**src/rtl/mac_operand_sequencer.sv**
```systemverilog
// rtl/mac_operand_sequencer.sv - operand FIFO, MAC feed sequencer and dot-product result register
module mac_operand_sequencer #(
    parameter int VEC_LEN    = 4,
    parameter int FIFO_DEPTH = 4
) (
    input  logic       clk,
    input  logic       rst,
    input  logic       in_valid,
    output logic       in_ready,
    input  logic [3:0] in_a,
    input  logic [3:0] in_b,
    output logic [3:0] mac_a,
    output logic [3:0] mac_b,
    output logic       mac_rst,
    input  logic [7:0] mac_out,
    output logic       res_valid,
    input  logic       res_ready,
    output logic [7:0] res_data,
    output logic       busy
);
    localparam int PTR_W = $clog2(FIFO_DEPTH);
    localparam logic [PTR_W:0] FULL_LEVEL = (PTR_W + 1)'(FIFO_DEPTH);
    localparam logic [3:0] LAST_CNT = 4'(VEC_LEN);

    typedef enum logic [2:0] {
        ST_CLEAR,
        ST_FEED,
        ST_DRAIN1,
        ST_DRAIN2,
        ST_RESULT
    } state_t;

    state_t           state_q, state_d;
    logic [7:0]       fifo_q [FIFO_DEPTH];
    logic [7:0]       fifo_d [FIFO_DEPTH];
    logic [PTR_W-1:0] wr_ptr_q, wr_ptr_d;
    logic [PTR_W-1:0] rd_ptr_q, rd_ptr_d;
    logic [PTR_W:0]   level_q, level_d;
    logic [3:0]       cnt_q, cnt_d;
    logic [3:0]       mac_a_q, mac_a_d;
    logic [3:0]       mac_b_q, mac_b_d;
    logic             res_valid_q, res_valid_d;
    logic [7:0]       res_data_q, res_data_d;
    logic             full, empty, push, pop;
    logic [7:0]       head;

    assign full     = (level_q == FULL_LEVEL);
    assign empty    = (level_q == '0);
    assign in_ready = !full && !rst;
    assign push     = in_valid && in_ready;
    assign pop      = (state_q == ST_FEED) && !empty && (cnt_q < LAST_CNT);
    assign head     = fifo_q[rd_ptr_q];

    assign mac_a     = mac_a_q;
    assign mac_b     = mac_b_q;
    assign mac_rst   = rst || (state_q == ST_CLEAR);
    assign res_valid = res_valid_q;
    assign res_data  = res_data_q;
    assign busy      = ((state_q == ST_FEED) && (cnt_q != 4'd0)) ||
                       (state_q == ST_DRAIN1) || (state_q == ST_DRAIN2) ||
                       (state_q == ST_RESULT);

    // Entries are stored as {a, b}; pointers wrap naturally since depth is a power of two.
    always_comb begin
        for (int i = 0; i < FIFO_DEPTH; i++) begin
            fifo_d[i] = fifo_q[i];
        end
        wr_ptr_d = wr_ptr_q;
        rd_ptr_d = rd_ptr_q;
        level_d  = level_q;
        if (push) begin
            fifo_d[wr_ptr_q] = {in_a, in_b};
            wr_ptr_d         = wr_ptr_q + PTR_W'(1);
        end
        if (pop) begin
            rd_ptr_d = rd_ptr_q + PTR_W'(1);
        end
        if (push && !pop) begin
            level_d = level_q + (PTR_W + 1)'(1);
        end else if (pop && !push) begin
            level_d = level_q - (PTR_W + 1)'(1);
        end
    end

    // Operands default to zero so idle cycles add a zero product to the MAC.
    always_comb begin
        state_d     = state_q;
        cnt_d       = cnt_q;
        mac_a_d     = 4'd0;
        mac_b_d     = 4'd0;
        res_valid_d = res_valid_q;
        res_data_d  = res_data_q;
        case (state_q)
            ST_CLEAR: begin
                cnt_d   = 4'd0;
                state_d = ST_FEED;
            end
            ST_FEED: begin
                if (pop) begin
                    mac_a_d = head[7:4];
                    mac_b_d = head[3:0];
                    cnt_d   = cnt_q + 4'd1;
                    if ((cnt_q + 4'd1) == LAST_CNT) begin
                        state_d = ST_DRAIN1;
                    end
                end
            end
            ST_DRAIN1: begin
                state_d = ST_DRAIN2;
            end
            ST_DRAIN2: begin
                res_data_d  = mac_out;
                res_valid_d = 1'b1;
                state_d     = ST_RESULT;
            end
            ST_RESULT: begin
                if (res_valid_q && res_ready) begin
                    res_valid_d = 1'b0;
                    state_d     = ST_CLEAR;
                end
            end
            default: begin
                state_d = ST_CLEAR;
            end
        endcase
    end

    always_ff @(posedge clk) begin
        if (rst) begin
            state_q     <= ST_CLEAR;
            wr_ptr_q    <= '0;
            rd_ptr_q    <= '0;
            level_q     <= '0;
            cnt_q       <= 4'd0;
            mac_a_q     <= 4'd0;
            mac_b_q     <= 4'd0;
            res_valid_q <= 1'b0;
            res_data_q  <= 8'd0;
        end else begin
            state_q     <= state_d;
            wr_ptr_q    <= wr_ptr_d;
            rd_ptr_q    <= rd_ptr_d;
            level_q     <= level_d;
            cnt_q       <= cnt_d;
            mac_a_q     <= mac_a_d;
            mac_b_q     <= mac_b_d;
            res_valid_q <= res_valid_d;
            res_data_q  <= res_data_d;
        end
    end

    always_ff @(posedge clk) begin
        for (int i = 0; i < FIFO_DEPTH; i++) begin
            fifo_q[i] <= fifo_d[i];
        end
    end
endmodule

```
**config.mk**
```make
export PLATFORM = sky130hd
export DESIGN_NAME = mac_operand_sequencer
export DESIGN_NICKNAME = d
export VERILOG_FILES = /design/src/rtl/mac_operand_sequencer.sv
export SDC_FILE = /design/constraint.sdc
export NUM_CORES = 1
export LEC_CHECK = 0
export ABC_AREA = 1
export BUFFER_PORTS_ARGS = -buffer_cell sky130_fd_sc_hd__buf_2
export CORE_MARGIN = 2
export CORE_UTILIZATION = 35
export DETAILED_ROUTE_END_ITERATION = 8
export GPL_TIMING_DRIVEN = 0
export PLACE_DENSITY = 0.6
export SYNTH_ARGS = -nofsm -noshare
export SYNTH_HDL_FRONTEND = slang
export SYNTH_SLANG_ARGS = --single-unit
```
**constraint.sdc**
```tcl
create_clock -name clk -period 1.8 [get_ports clk]
set_input_delay 0.36 -clock clk [delete_from_list [all_inputs] [get_ports clk]]
set_output_delay 0.36 -clock clk [all_outputs]
set_load 0.005 [all_outputs]
```
==> flow_summary_export.csv, run 1 <==
group,metric,value,unit
grt,grt_max_degree,12,
timing,layout_setup_ws,0.06265,ns
cts,cts_tree,"built",
power_and_ir_drop,power,3830,uW
timing,fin_worst_skew,0.01253,ns
cts,cts_buffers,9,
cts,ctsRootBufferMaster,"clkbuf_8",
synth,syn_inst,268,
floorplan,coreArea,7176,um2
timing,finalSetupViolations,0,
floorplan,ioPinCount,40,
final_layout,layout.nets,352,
grt,overflow,0,
floorplan,initial_utilization,0.3587,
final_layout,fin_util,0.4408,
final_layout,layout_common_cells,"71 x nor2_1, 40 x buf_2, 32 x edfxtp_1, 28 x o21ai_0, 26 x dfxtp_1",
final_layout,drive_gt1_frac,0.2561,
setup_path,reg2reg_depth,9,
final_layout,num_antenna_cells,0,
min_path,hold_depth,1,
synth,synthAdderAreaFrac,0.04667,
power_and_ir_drop,power_density,1211,nW/um2
synth,muxShareOfSynthArea,0,
route,wire_per_inst,11.78,um
min_path,min_path_type,"in -> reg",
timing,rsz0062_at_grt,"yes",
grt,antenna_found_initial,0,
route,vias_per_cell,4.522,
final_layout,instances_no_fill,427,
power_and_ir_drop,combPwrFrac,0.231,
cts,htree_levels,3,
timing,fmax,575.6,MHz
cts,insertion_delay,0.34,ns
power_and_ir_drop,p_clk_frac,0.312,
floorplan,fp.dieW,89.75,um
route,vias,1931,
timing,slew_headroom,0.4771,
route,drt_iter0_markers,59,
timing,final.period_utilization,0.9652,
place,dp_hpwl,3454,um
final_layout,layout_commonest_cell,"nor2_1",
place,dp.cells,405,
flow_run,maxCapViolCount,0,
floorplan,die_y,89.75,um
setup_path,cp-end-kind,"register",
synth,seq_area_frac_synth,0.6145,
route,ant_nets,0,
synth,synth_xor_area_frac,0.003403,
route,drc,0,
synth,synth_top_family_by_area,"simple AND/OR/NAND/NOR gates",
power_and_ir_drop,p_leak,0.001314,uW
timing,period_minus_slack,1.737,ns
power_and_ir_drop,switching_share,0.3011,
grt,grt_pass1_vias,1816,
floorplan,die_area,8055,um2
synth,syn_area_per_cell,9.603,um2
synth,ys_types,26,
place,gp_congestion,0.7757,
place,place_ws,-0.2452,ns
final_layout,synthToLayoutAreaGrowth,22.90,%
route,drt-total-wl,5031,um
cts,cts_max_path_buffers,2,
synth,synth_simple_gate_area_frac,0.1847,
route,first_pass_iters,4,
floorplan,rows,31,
power_and_ir_drop,ir_drop,0.5551,mV
setup_path,cp-start-kind,"register",
place,port_buffers,38,
synth,synth-seq-cells,63,
outcome,outcome,"finished, final reports clean",
setup_path,path_class,"reg -> reg",
setup_path,arrival,1.96,ns
cts,clk_pin_slew,0.07,ns
cts,cts.sinks,63,
synth,yosysWarningCount,0,
cts,postCtsHoldBufs,0,
grt,grt_first_pass_wirelength,8445,um
power_and_ir_drop,p_int,2677,uW
setup_path,critical_path_required,2.03,ns
synth,synth_fp_nets,297,
timing,hold_viol,0,
setup_path,cp_max_fo,5,
power_and_ir_drop,p_switching,1153,uW
synth,synth_compound_area_frac,0.09626,
timing,tightest_slew,0.7815,ns
grt,grt_usage,0.1343,
power_and_ir_drop,pwr-share-seq,0.457,
timing,slew_viol_final,0,
synth,synth_area,2574,um2
-- timing repair --
item / CTS / global route
setup endpoints to repair: 2 / 3
cloned: 0 / 0
pin swaps: 3 / 3
gates resized for setup: 6 / 12
hold endpoints to repair: 0 / 0
buffers inserted: 2 / 4
-- power by group through the flow --
stage          registers, uW  clock network [uW]  logic [uW]
2_1_floorplan           1750                   0         584
3_3_place_gp            1750                   0         786
3_5_place_dp            1760                   0         806
4_1_cts                 1750                1230         843
5_1_grt                 1770                1280        1010
6_report                1750                1190         884
-- sequential cells by signal (all words and copies together), names as in the netlist --
name and flops:
mac_b 4, fifo_q 32, wr_ptr_q 2, res_valid 1
rd_ptr_q 2, level_q 3, state_q 3, cnt_q 4
res_data 8, mac_a 4
-- per-stage QoR --
step                 TNS [ns]  hold WS, ns  cell area (um2)
floorplan                   0       0.4212             2581
global placement       -3.122       0.4302             2895
detailed placement     -3.801       0.4358             2895
CTS                 -0.005265       0.2116             3117
global route         -0.02134       0.2162             3163
finish                      0       0.2292             3163
-- Yosys cell counts --
cell type,count,area share
nand3_2,1,0.0039
nand2_1,24,0.035
edfxtp_1,32,0.37
dfxtp_1,31,0.24
a21oi_1,18,0.035
nor2_2,2,0.0049
o21ai_0,30,0.058
clkinv_1,1,0.0015
nand2_4,1,0.0044
inv_2,2,0.0029
nor2_1,72,0.11
ha_1,8,0.039
buf_2,3,0.0058
nand2_2,1,0.0024
fa_1,1,0.0078
nand3_4,1,0.0068
o211ai_1,1,0.0029
clkbuf_2,1,0.0019
xor2_1,1,0.0034
inv_1,24,0.035
clkbuf_1,1,0.0015
nand4_1,1,0.0024
nor3_1,1,0.0019
buf_4,2,0.0058
nor2_4,1,0.0044
nand3_1,7,0.014
-- final timing paths --
path                            startpoint      endpoint  slack [ns]
worst max-delay path            level_q[0]    level_q[1]        0.06
worst min-delay path               in_a[0]  fifo_q[2][4]        0.23
worst max register to register  level_q[0]    level_q[1]        0.06
worst min register to register    cnt_q[3]      cnt_q[3]        0.44
-- worst max-delay path: stages, from the launching register on --
cell and delay, ns:
dfxtp_4 0.36, nor2_4 0.16, nand2_2 0.08, nand3_4 0.10
inv_1 0.05, ha_1 0.19, inv_2 0.07, fa_2 0.43
o21ai_1 0.13, a21oi_1 0.05
-- layer usage --
layer  vias to the layer above  wire length, um  share of wire  GRT usage
met1                       890             2253           0.45     0.1536
met2                        46             2409           0.48     0.2210
met3                         9              284          0.056    0.04694
met4                         0               83          0.016    0.07308
met5                         -                0              0          0
li1                        986                -              -          -
-- kinds of logic after synthesis --
logic type | count (synthesis)
AO/OA/AOI/OAI | 49
adder cells (fa/ha/maj) | 9
XOR/XNOR | 1
AND/OR/NAND/NOR | 112
buffers and inverters | 34
flip-flops | 63
-- final cells by class --
class / count / area (um2)
Sequential cell: 63 / 1593
Timing Repair Buffer: 44 / 235.2
Buffer: 7 / 41.29
Tap cell: 99 / 123.9
Inverter: 27 / 101.3
Clock buffer: 12 / 145.1
Fill cell: 713 / 4013
Clock inverter: 4 / 46.29
Multi-Input combinational cell: 171 / 877.1
(Power assumes the default switching activity.)
==> run 2, diff against run 1 <==
ABC_CLOCK_PERIOD_IN_PS = 1800   (was default)
PLACE_DENSITY = default   (was 0.6)
PLACE_DENSITY_LB_ADDON = 0.05   (was default)
RECOVER_POWER = 25   (was default)
==> flow_summary_export.csv, run 2 (synthesis gave the netlist of run 1 again) <==
group,metric,value,unit
outcome,outcome,"finished, final reports clean",
power_and_ir_drop,combPwrFrac,0.236,
timing,final.period_utilization,0.9670,
route,first_pass_iters,4,
setup_path,crit_slowest_cell,"fa_2",
floorplan,fp.dieW,89.75,um
grt,antenna_found_initial,0,
power_and_ir_drop,switching_share,0.3026,
final_layout,instances_no_fill,431,
timing,finalSetupViolations,0,
route,vias_per_cell,4.401,
floorplan,ioPinCount,40,
place,postPlaceCellArea,2895,um2
cts,postCtsHoldBufs,0,
cts,cts_buffers,9,
grt,grt_first_pass_wirelength,8956,um
floorplan,coreArea,7176,um2
final_layout,fillers,730,
timing,slew_viol_final,0,
setup_path,cp_max_fo,5,
setup_path,cp-end-kind,"register",
place,port_buffers,38,
floorplan,initial_utilization,0.3587,
flow_run,maxCapViolCount,0,
route,drt_iter0_markers,53,
final_layout,layout_commonest_cell,"nor2_1",
grt,grt_max_degree,13,
setup_path,path_cells,"nor2_4 -> nand2_4 -> nand3_4 -> inv_1 -> ha_2 -> inv_2 -> fa_2 -> o21ai_2 -> a21oi_1",
cts,clk_pin_slew,0.07,ns
cts,cts_max_path_buffers,2,
cts,cts.sinks,63,
place,gp_congestion,0.7329,
final_layout,largest_reg_flops,32,
route,ant_nets,0,
final_layout,num_antenna_cells,0,
power_and_ir_drop,ir_drop,0.4534,mV
final_layout,synthToLayoutAreaGrowth,25.57,%
setup_path,path_class,"reg -> reg",
timing,period_minus_slack,1.741,ns
setup_path,cp-start-kind,"register",
timing,hold_viol,0,
power_and_ir_drop,p_clk_frac,0.333,
grt,grt_pass1_vias,1897,
route,drc,0,
floorplan,die_y,89.75,um
cts,htree_levels,3,
power_and_ir_drop,p_int,2825,uW
floorplan,die_area,8055,um2
floorplan,rows,31,
timing,fmax,574.5,MHz
timing,tightest_slew,0.5423,ns
final_layout,drive_gt1_frac,0.2590,
power_and_ir_drop,power_density,1253,nW/um2
final_layout,fin_util,0.4504,
setup_path,slowest_delay,0.43,ns
power_and_ir_drop,pwr-share-seq,0.431,
place,dp_hpwl,3486,um
timing,slew_headroom,0.6385,
final_layout,fin_area,3232,um2
timing,rsz0062_at_grt,"yes",
grt,overflow,0,
cts,cts_tree,"built",
setup_path,arrival,1.96,ns
timing,fin_worst_skew,0.007279,ns
power_and_ir_drop,p_leak,0.001325,uW
place,dp.cells,405,
grt,grt_usage,0.1440,
final_layout,largest_register,"fifo_q",
final_layout,layout.nets,356,
timing,layout_setup_ws,0.05936,ns
route,wire_per_inst,12.60,um
cts,insertion_delay,0.33,ns
setup_path,critical_path_required,2.02,ns
route,vias,1897,
cts,ctsRootBufferMaster,"clkbuf_8",
place,place_ws,-0.2418,ns
final_layout,layout_common_cells,"68 x nor2_1, 33 x buf_2, 32 x edfxtp_1, 29 x o21ai_0, 26 x dfxtp_1",
min_path,min_path_type,"in -> reg",
power_and_ir_drop,p_switching,1226,uW
route,drt-total-wl,5430,um
## run 2: layout make-up
type | count | area (um2) | share of cell area
buffer | 7 | 41.29 | 0.01278
sequential | 63 | 1593 | 0.4928
clock buffer | 9 | 123.9 | 0.03833
clock inverter | 7 | 96.34 | 0.02981
tap | 99 | 123.9 | 0.03833
inverter | 27 | 101.3 | 0.03136
timing repair buffer | 47 | 249.0 | 0.07704
multi-input combinational | 172 | 903.4 | 0.2795
## run 2: power by group through the flow
stage / logic (uW) / clock network, uW / registers (uW)
after floorplan: 584 / 0 / 1750
after global placement: 814 / 0 / 1750
after detailed placement: 819 / 0 / 1750
after CTS: 845 / 1390 / 1740
after global routing: 1100 / 1460 / 1760
final: 957 / 1350 / 1740
## run 2: path summary, 6_finish.rpt
kind                            startpoint           end  slack (ns)  cells after the start
worst max-delay path            level_q[0]    level_q[1]        0.06                      9
worst min register to register    cnt_q[3]      cnt_q[3]        0.45                      2
worst min-delay path               in_a[1]  fifo_q[0][5]        0.25                      1
worst max register to register  level_q[0]    level_q[1]        0.06                      9
## run 2: metal layers
layer  up-vias  track usage  routed length (um)
li1       1001            -                   -
met5         -            0                   0
met4         0      0.06923                  92
met2        39       0.2449                2631
met3         8      0.03521                 223
met1       849       0.1715                2483
## run 2: worst max-delay path, delay by kind of cell, from the launching register on
| kind | cells | cell delay [ns] |
|---|---|---|
| compound gates | 2 | 0.19 |
| buf+inv | 2 | 0.12 |
| flops | 1 | 0.36 |
| simple gates | 3 | 0.36 |
| fa+ha+maj | 2 | 0.61 |
## run 2: through the flow
step | TNS, ns | power (uW) | hold slack (ns)
floorplan | 0 | 2331 | 0.4212
global placement | -6.590 | 2567 | 0.4384
detailed placement | -6.315 | 2573 | 0.4419
CTS | -0.005093 | 3979 | 0.2228
global route | -0.07738 | 4322 | 0.2658
finish | 0 | 4050 | 0.2476
## run 2: repair_timing
| action | 4_1_cts | 5_1_grt |
|---|---|---|
| setup buffers | 1 | 8 |
| cloned | 0 | 1 |
| gates resized for setup | 8 | 13 |
| endpoints found under the setup margin | 18 | 27 |
| endpoints found under the hold margin | 0 | 0 |
| pin swaps | 2 | 6 |
